==> config.mk <==
export PLATFORM = sky130hd
export DESIGN_NAME = mem_bus_arbiter
export DESIGN_NICKNAME = d
export VERILOG_FILES = /design/src/rtl/mem_bus_arbiter.sv
export SDC_FILE = /design/constraint.sdc
export NUM_CORES = 1
export LEC_CHECK = 0
export ABC_AREA = 1
export BUFFER_PORTS_ARGS = -buffer_cell sky130_fd_sc_hd__buf_4
export CAP_MARGIN = 20
export CORE_MARGIN = 2
export CORE_UTILIZATION = 45
export DETAILED_ROUTE_END_ITERATION = 16
export GPL_ROUTABILITY_DRIVEN = 1
export PLACE_DENSITY = 0.75
export RECOVER_POWER = 50
export SYNTH_ARGS = -nofsm -noshare
export SYNTH_HDL_FRONTEND = slang
export SYNTH_SLANG_ARGS = --single-unit
==> constraint.sdc <==
create_clock -name clk -period 3.45 [get_ports clk]
set_input_delay 0.69 -clock clk [delete_from_list [all_inputs] [get_ports clk]]
set_output_delay 0.69 -clock clk [all_outputs]
set_load 0.02 [all_outputs]
==> src/rtl/mem_bus_arbiter.sv <==
// Two-client bus master in front of the tb_memory model: round-robin between
// instruction fetch (16-bit reads) and data (8/16-bit read/write), with timeout abort.
module mem_bus_arbiter #(
    parameter int ADDR_WIDTH     = 16,
    parameter int TIMEOUT_CYCLES = 16
) (
    input  logic                  clk,
    input  logic                  reset,
    input  logic                  if_req,
    input  logic [ADDR_WIDTH-1:0] if_addr,
    output logic [15:0]           if_rdata,
    output logic                  if_ack,
    output logic                  if_err,
    input  logic                  d_req,
    input  logic                  d_we,
    input  logic                  d_sz,
    input  logic [ADDR_WIDTH-1:0] d_addr,
    input  logic [15:0]           d_wdata,
    output logic [15:0]           d_rdata,
    output logic                  d_ack,
    output logic                  d_err,
    output logic                  mem_req_rdwr,
    output logic [ADDR_WIDTH-1:0] mem_addr,
    output logic                  mem_acc_sz,
    output logic                  mem_we_8,
    output logic                  mem_we_16,
    output logic [7:0]            mem_wdata_8,
    output logic [15:0]           mem_wdata_16,
    input  logic [7:0]            mem_rdata_8,
    input  logic [15:0]           mem_rdata_16,
    input  logic                  mem_data_ready
);

    typedef enum logic [1:0] {IDLE, WAIT, DONE} state_t;
    typedef enum logic {GRANT_FETCH, GRANT_DATA} grant_t;

    localparam logic [7:0] LAST_WAIT = 8'(TIMEOUT_CYCLES - 1);

    state_t      state;
    grant_t      last_grant;
    logic [7:0]  wait_cnt;
    logic        pick_fetch;
    logic [15:0] read_value;

    always_comb begin
        pick_fetch = if_req && (!d_req || last_grant == GRANT_DATA);
        read_value = mem_acc_sz ? mem_rdata_16 : {8'h00, mem_rdata_8};
        // the we bits are still held in WAIT, so they identify a write access here
        if (mem_we_8 || mem_we_16)
            read_value = '0;
    end

    always_ff @(posedge clk) begin
        if (reset) begin
            state        <= IDLE;
            last_grant   <= GRANT_DATA;
            wait_cnt     <= '0;
            if_rdata     <= '0;
            if_ack       <= 1'b0;
            if_err       <= 1'b0;
            d_rdata      <= '0;
            d_ack        <= 1'b0;
            d_err        <= 1'b0;
            mem_req_rdwr <= 1'b0;
            mem_addr     <= '0;
            mem_acc_sz   <= 1'b0;
            mem_we_8     <= 1'b0;
            mem_we_16    <= 1'b0;
            mem_wdata_8  <= '0;
            mem_wdata_16 <= '0;
        end else begin
            case (state)
                IDLE: begin
                    if (if_req || d_req) begin
                        wait_cnt     <= '0;
                        mem_req_rdwr <= 1'b1;
                        state        <= WAIT;
                        if (pick_fetch) begin
                            last_grant   <= GRANT_FETCH;
                            mem_addr     <= if_addr;
                            mem_acc_sz   <= 1'b1;
                            mem_we_8     <= 1'b0;
                            mem_we_16    <= 1'b0;
                            mem_wdata_8  <= '0;
                            mem_wdata_16 <= '0;
                        end else begin
                            last_grant   <= GRANT_DATA;
                            mem_addr     <= d_addr;
                            mem_acc_sz   <= d_sz;
                            mem_we_8     <= d_we & ~d_sz;
                            mem_we_16    <= d_we & d_sz;
                            mem_wdata_8  <= d_wdata[7:0];
                            mem_wdata_16 <= d_wdata;
                        end
                    end
                end
                WAIT: begin
                    if (mem_data_ready || wait_cnt == LAST_WAIT) begin
                        mem_req_rdwr <= 1'b0;
                        mem_we_8     <= 1'b0;
                        mem_we_16    <= 1'b0;
                        state        <= DONE;
                        if (last_grant == GRANT_FETCH) begin
                            if_ack   <= 1'b1;
                            if_err   <= ~mem_data_ready;
                            if_rdata <= mem_data_ready ? read_value : '0;
                        end else begin
                            d_ack    <= 1'b1;
                            d_err    <= ~mem_data_ready;
                            d_rdata  <= mem_data_ready ? read_value : '0;
                        end
                    end else begin
                        wait_cnt <= wait_cnt + 8'd1;
                    end
                end
                DONE: begin
                    if_ack <= 1'b0;
                    if_err <= 1'b0;
                    d_ack  <= 1'b0;
                    d_err  <= 1'b0;
                    state  <= IDLE;
                end
                default: state <= IDLE;
            endcase
        end
    end

endmodule

==> Yosys cells after proc, flatten, opt, wreduce, memory -nomap -nowiden <==
Index checks and enable logic that the tools add are counted.
{ "totals": {"ff_bits": 91, "out_inout_bits": 80, "in_bits": 79} }
{ "op_classes": {"reduce_logical": 17, "addsub": 1, "mux": 35, "n_bitwise": 5, "eq_ne": 8} }
{ "ops": {"columns": ["op", "n"], "rows": [
  ["two-way mux 16 bit", 5],
  ["two-way mux 8 bit", 3],
  ["AND reduction 3 bit", 6],
  ["two-way mux 1 bit", 16],
  ["one-hot mux 8 bit (2 select lines)", 1],
  ["one-hot mux 1 bit (2 select lines)", 7],
  ["!= test 2 bit (second input constant)", 5],
  ["adder 8 x 1 -> 8 bit (second input constant)", 1],
  ["== test 8 x 4 -> 1 bit (second input constant)", 1],
  ["logical OR 1 bit", 4],
  ["two-way mux 2 bit", 2],
  ["one-hot mux 2 bit (2 select lines)", 1],
  ["AND reduction 2 bit", 2],
  ["nonzero test 2 bit", 2],
  ["inverter 1 bit", 3],
  ["bitwise AND 1 bit", 2],
  ["== test 2 x 1 -> 1 bit (second input constant)", 1],
  ["== test 2 bit (second input constant)", 1],
  ["zero test 2 bit", 1],
  ["logical AND 1 bit", 1],
  ["zero test 1 bit", 1]
]} }

==> Depth between registers and ports, before layout <==
{ "depth": {"ltp_word": 6, "mapped_depth": 10, "mapped_depth_nobuf": 9} }

==> Least setup slack after synthesis <==
No wires, ideal clock.
{ "synth_path": {"path_type": "input to register", "startpoint": "input d_req", "endpoint": "register wait_cnt[3]", "arrival_time_ps": 1466, "path_buffers": 1, "t_required_ps": 3379, "slack_ps": 1914, "setup_time_ps": 71, "cell_stages": 6, "cell_sequence": "nor2_1 -> nor2_4 -> inv_2 -> buf_2 -> nand3_1 -> a21oi_1"} }
{ "synth_via": {"elab_chain_len": 3} }
{ "synth_rtl": {"columns": ["element", "line", "text"], "rows": [
  ["from (decl)", "14", "input logic d_req,"],
  ["logical OR 1 bit", "74", "if (if_req || d_req) begin"],
  ["!= test 2 bit (no source line)", null, null],
  ["AND reduction 3 bit (no source line)", null, null],
  ["to (signal assigned)", "113", "wait_cnt <= wait_cnt + 8'd1;"],
  ["to (decl)", "41", "logic [7:0] wait_cnt;"]
]} }
Every way passes these cells.
A chain may end at the register's enable or synchronous reset.

==> Final worst setup path <==
{ "layout_path": {"startpoint": "register wait_cnt[0]", "endpoint": "register if_rdata[0]"} }
{ "layout_via": {"elab_chain_len": 3} }
{ "layout_rtl": {"columns": ["element", "line", "text"], "rows": [
  ["== test 8 x 4 -> 1 bit", "98", "if (mem_data_ready || wait_cnt == LAST_WAIT) begin"],
  ["logical OR 1 bit", "98", null],
  ["AND reduction 3 bit (no source line)", null, null],
  ["to (signal assigned)", "106", "if_rdata <= mem_data_ready ? read_value : '0;"],
  ["to (decl)", "11", "output logic [15:0] if_rdata,"]
]} }
Every way passes these cells.

==> results.sh <==
export IMPL_syn_area_sq_mm=0.004070
export IMPL_grt_pass1_wl_mm=17.58
export IMPL_globalRouteTotalUtil=0.2177
export IMPL_detail_route_first_pass_iterations=4
export IMPL_min_delay_path_class="flip-flop to flip-flop"
export IMPL_commonest_cells_after_routing_fill_and_taps_aside="nand2_1, inv_1, dfxtp_1"
export IMPL_ctsLongestPathBuffers=2
export IMPL_detail_route_wirelength_mm=10.66
export IMPL_cts_buffers_inserted=9
export IMPL_drt_wirelength_per_cell_um=12.43
export IMPL_timing_max_transition_violations_final=0
export IMPL_syn_avg_cell_area_sq_um=6.640
export IMPL_crit_type="flip-flop to flip-flop"
export IMPL_worst_path_max_fanout=30
export IMPL_fp_dieW_um=99.11
export IMPL_synth_sequential_area_ratio=0.4082
export IMPL_maxClockFrequency_mhz=401.4
export IMPL_clock_root_buffer="clkbuf_8"
export IMPL_antennaDiodeCount=0
export IMPL_synth_edf_count=0
export IMPL_worst_setup_path_start_kind="flip-flop"
export IMPL_fp_row_count=34
export IMPL_final_net_count=824
export IMPL_ys_ff_latch=83
export IMPL_tightest_slew_ns=0.9436
export IMPL_antenna_violations_before_repair=0
export IMPL_max_vdd_ir_drop_v=0.0002733
export IMPL_die_area_sq_mm=0.009822
export IMPL_pre_cts_ws_ns=0.9334
export IMPL_grt_pass1_vias=3773
export IMPL_ant_nets=0
export IMPL_power_mw=2.381
export IMPL_synth_cells=613
export IMPL_drtIter0Drc=146
export IMPL_cts_repair_timing_setup_buffer_count=0
export IMPL_top_area_cell_type_share_of_the_netlist_area=0.4082
export IMPL_layout_drive_gt1_share=0.1509
export IMPL_endpoint_kind="flip-flop"
export IMPL_holdBufCountCts=0
export IMPL_synth_area_leader_cell="dfxtp_1"
export IMPL_io_buffers=158
export IMPL_hold_violations=0
export IMPL_h_tree_depth=3
export IMPL_power_leakage_nw=2.474
export IMPL_hold_slack_ns=0.4528
export IMPL_place_inst=841
export IMPL_worst_slew_margin_rel=0.3700
export IMPL_rrSetupSlack_ns=0.96
export IMPL_critPathRequiredTime_ns=3.72
export IMPL_critical_path_arrival_ns=2.76
export IMPL_worst_case_setup_margin_in_the_final_layout_ns=0.9590
export IMPL_post_route_period_util=0.7220
export IMPL_floorplan_io_pins=159
export IMPL_place_hpwl_mm=7.768
export IMPL_grt_setup_unrepaired="false"
export IMPL_skew_pair_late_insertion_delay_ns=0.34
export IMPL_die_ht_um=99.11
export IMPL_powerDensity_mw_per_mm2=468.5
export IMPL_initial_utilization=0.4644
export IMPL_cts_sink_count=83
export IMPL_final_instance_count_excl_fill=857
export IMPL_synthesis_nets=693
export IMPL_synth_main_ff_cell="dfxtp_1"
export IMPL_timing_max_cap_violations=0
export IMPL_status="finished, final reports clean"
export IMPL_grt_max_degree=60
export IMPL_core_area_sq_mm=0.008763
export IMPL_drt_drc_violations_left=0
export IMPL_global_route_total_overflow=0
export IMPL_mostFrequentLayoutCell="nand2_1"
export IMPL_place_congestion=0.8460
export IMPL_via_per_inst=4.814
export IMPL_clock_skew_ns=0.01008
export IMPL_synthArstFlopShare=0
export IMPL_area_growth_syn_to_layout_pct=24.87
export IMPL_setup_violations=0
export IMPL_clock_tree_from_tritoncts="done"
export IMPL_clk_pin_slew_worst_paths_ns=0.09
export IMPL_cts_repair_resized=0
export IMPL_synth_cell_type_count=27
export IMPL_yosys_warnings=0
export IMPL_route_vias_total=4126
export IMPL_synth_top_cells_by_area="dfxtp_1, nand2_1, inv_1"
export IMPL_final_min_clock_period_ns=2.491
export IMPL_fin_tns_setup_ns=0
cells in the mapped netlist, types with 3 or more instances:
library cell  number
nand2_1          180
inv_1            103
dfxtp_1           83
nor2_1            62
nand3_1           35
nand4_1           29
a21oi_1           28
o211ai_1          17
buf_2             10
buf_4              9
o21ai_0            9
clkbuf_1           8
buf_6              7
inv_2              6
buf_1              5
nand2_2            5
nand3_2            3
registers in the layout, summed over array words and instances (netlist names), 2 cells and up:
signal,cells
d_rdata,16
if_rdata,16
mem_addr,16
mem_wdata_16,9
wait_cnt,8
mem_wdata_8,7
state,2
report_power, final:
| group | total [mW] | switching, mW | internal (mW) |
|---|---|---|---|
| Clock | 0.785 | 0.338 | 0.447 |
| Combinational | 0.509 | 0.332 | 0.177 |
| Sequential | 1.09 | 0.0597 | 1.03 |
logic make-up (layout without fill, tap and decap cells):
| kind of cell | count (synthesis) | count (layout) | share of synthesized area |
|---|---|---|---|
| simple gates | 323 | 323 | 0.3440 |
| buf+inv | 149 | 285 | 0.1623 |
| flops | 83 | 83 | 0.4082 |
| compound gates | 57 | 57 | 0.08238 |
| fa+ha+maj | 1 | 1 | 0.003074 |
through the flow:
stage	cell area (sq um)	util
finish	5082	0.5800
global route	5082	0.5800
CTS	5381	0.6141
detailed placement	5154	0.5881
global placement	5154	0.5881
floorplan	4070	-
worst paths after layout:
kind | start | end | depth (start not counted)
setup / recovery | wait_cnt[0] | if_rdata[0] | 9
hold reg to reg | d_ack | d_ack | 2
hold / removal | d_ack | d_ack | 2
setup reg to reg | wait_cnt[0] | if_rdata[0] | 9
routing by layer:
metal / wire length, um / vias to the layer above / share of wire / GRT usage
met5: 0 / - / 0 / 0
met4: 138 / 0 / 0.013 / 0.05796
met3: 924 / 13 / 0.087 / 0.05973
met2: 4779 / 168 / 0.45 / 0.3560
met1: 4813 / 1789 / 0.45 / 0.2851
li1: - / 2156 / - / -
layout make-up:
| type | instances | area, sq um |
|---|---|---|
| Clock inverter | 4 | 72.57 |
| Multi-Input combinational cell | 381 | 1745 |
| Inverter | 110 | 415.4 |
| Timing Repair Buffer | 159 | 897.1 |
| Sequential cell | 83 | 1662 |
| Clock buffer | 12 | 155.1 |
| Fill cell | 891 | 3681 |
| Tap cell | 108 | 135.1 |
critical path, stage by stage (launching register included):
cell and delay (ns):
dfxtp_1 0.39, ha_1 0.20, nand2_2 0.09, nor2_2 0.10
nand3_2 0.09, nand2_2 0.42, nand3_1 0.72, nand2_1 0.24
inv_1 0.06, nor2_1 0.10
Power figures use the tool's default switching activity.
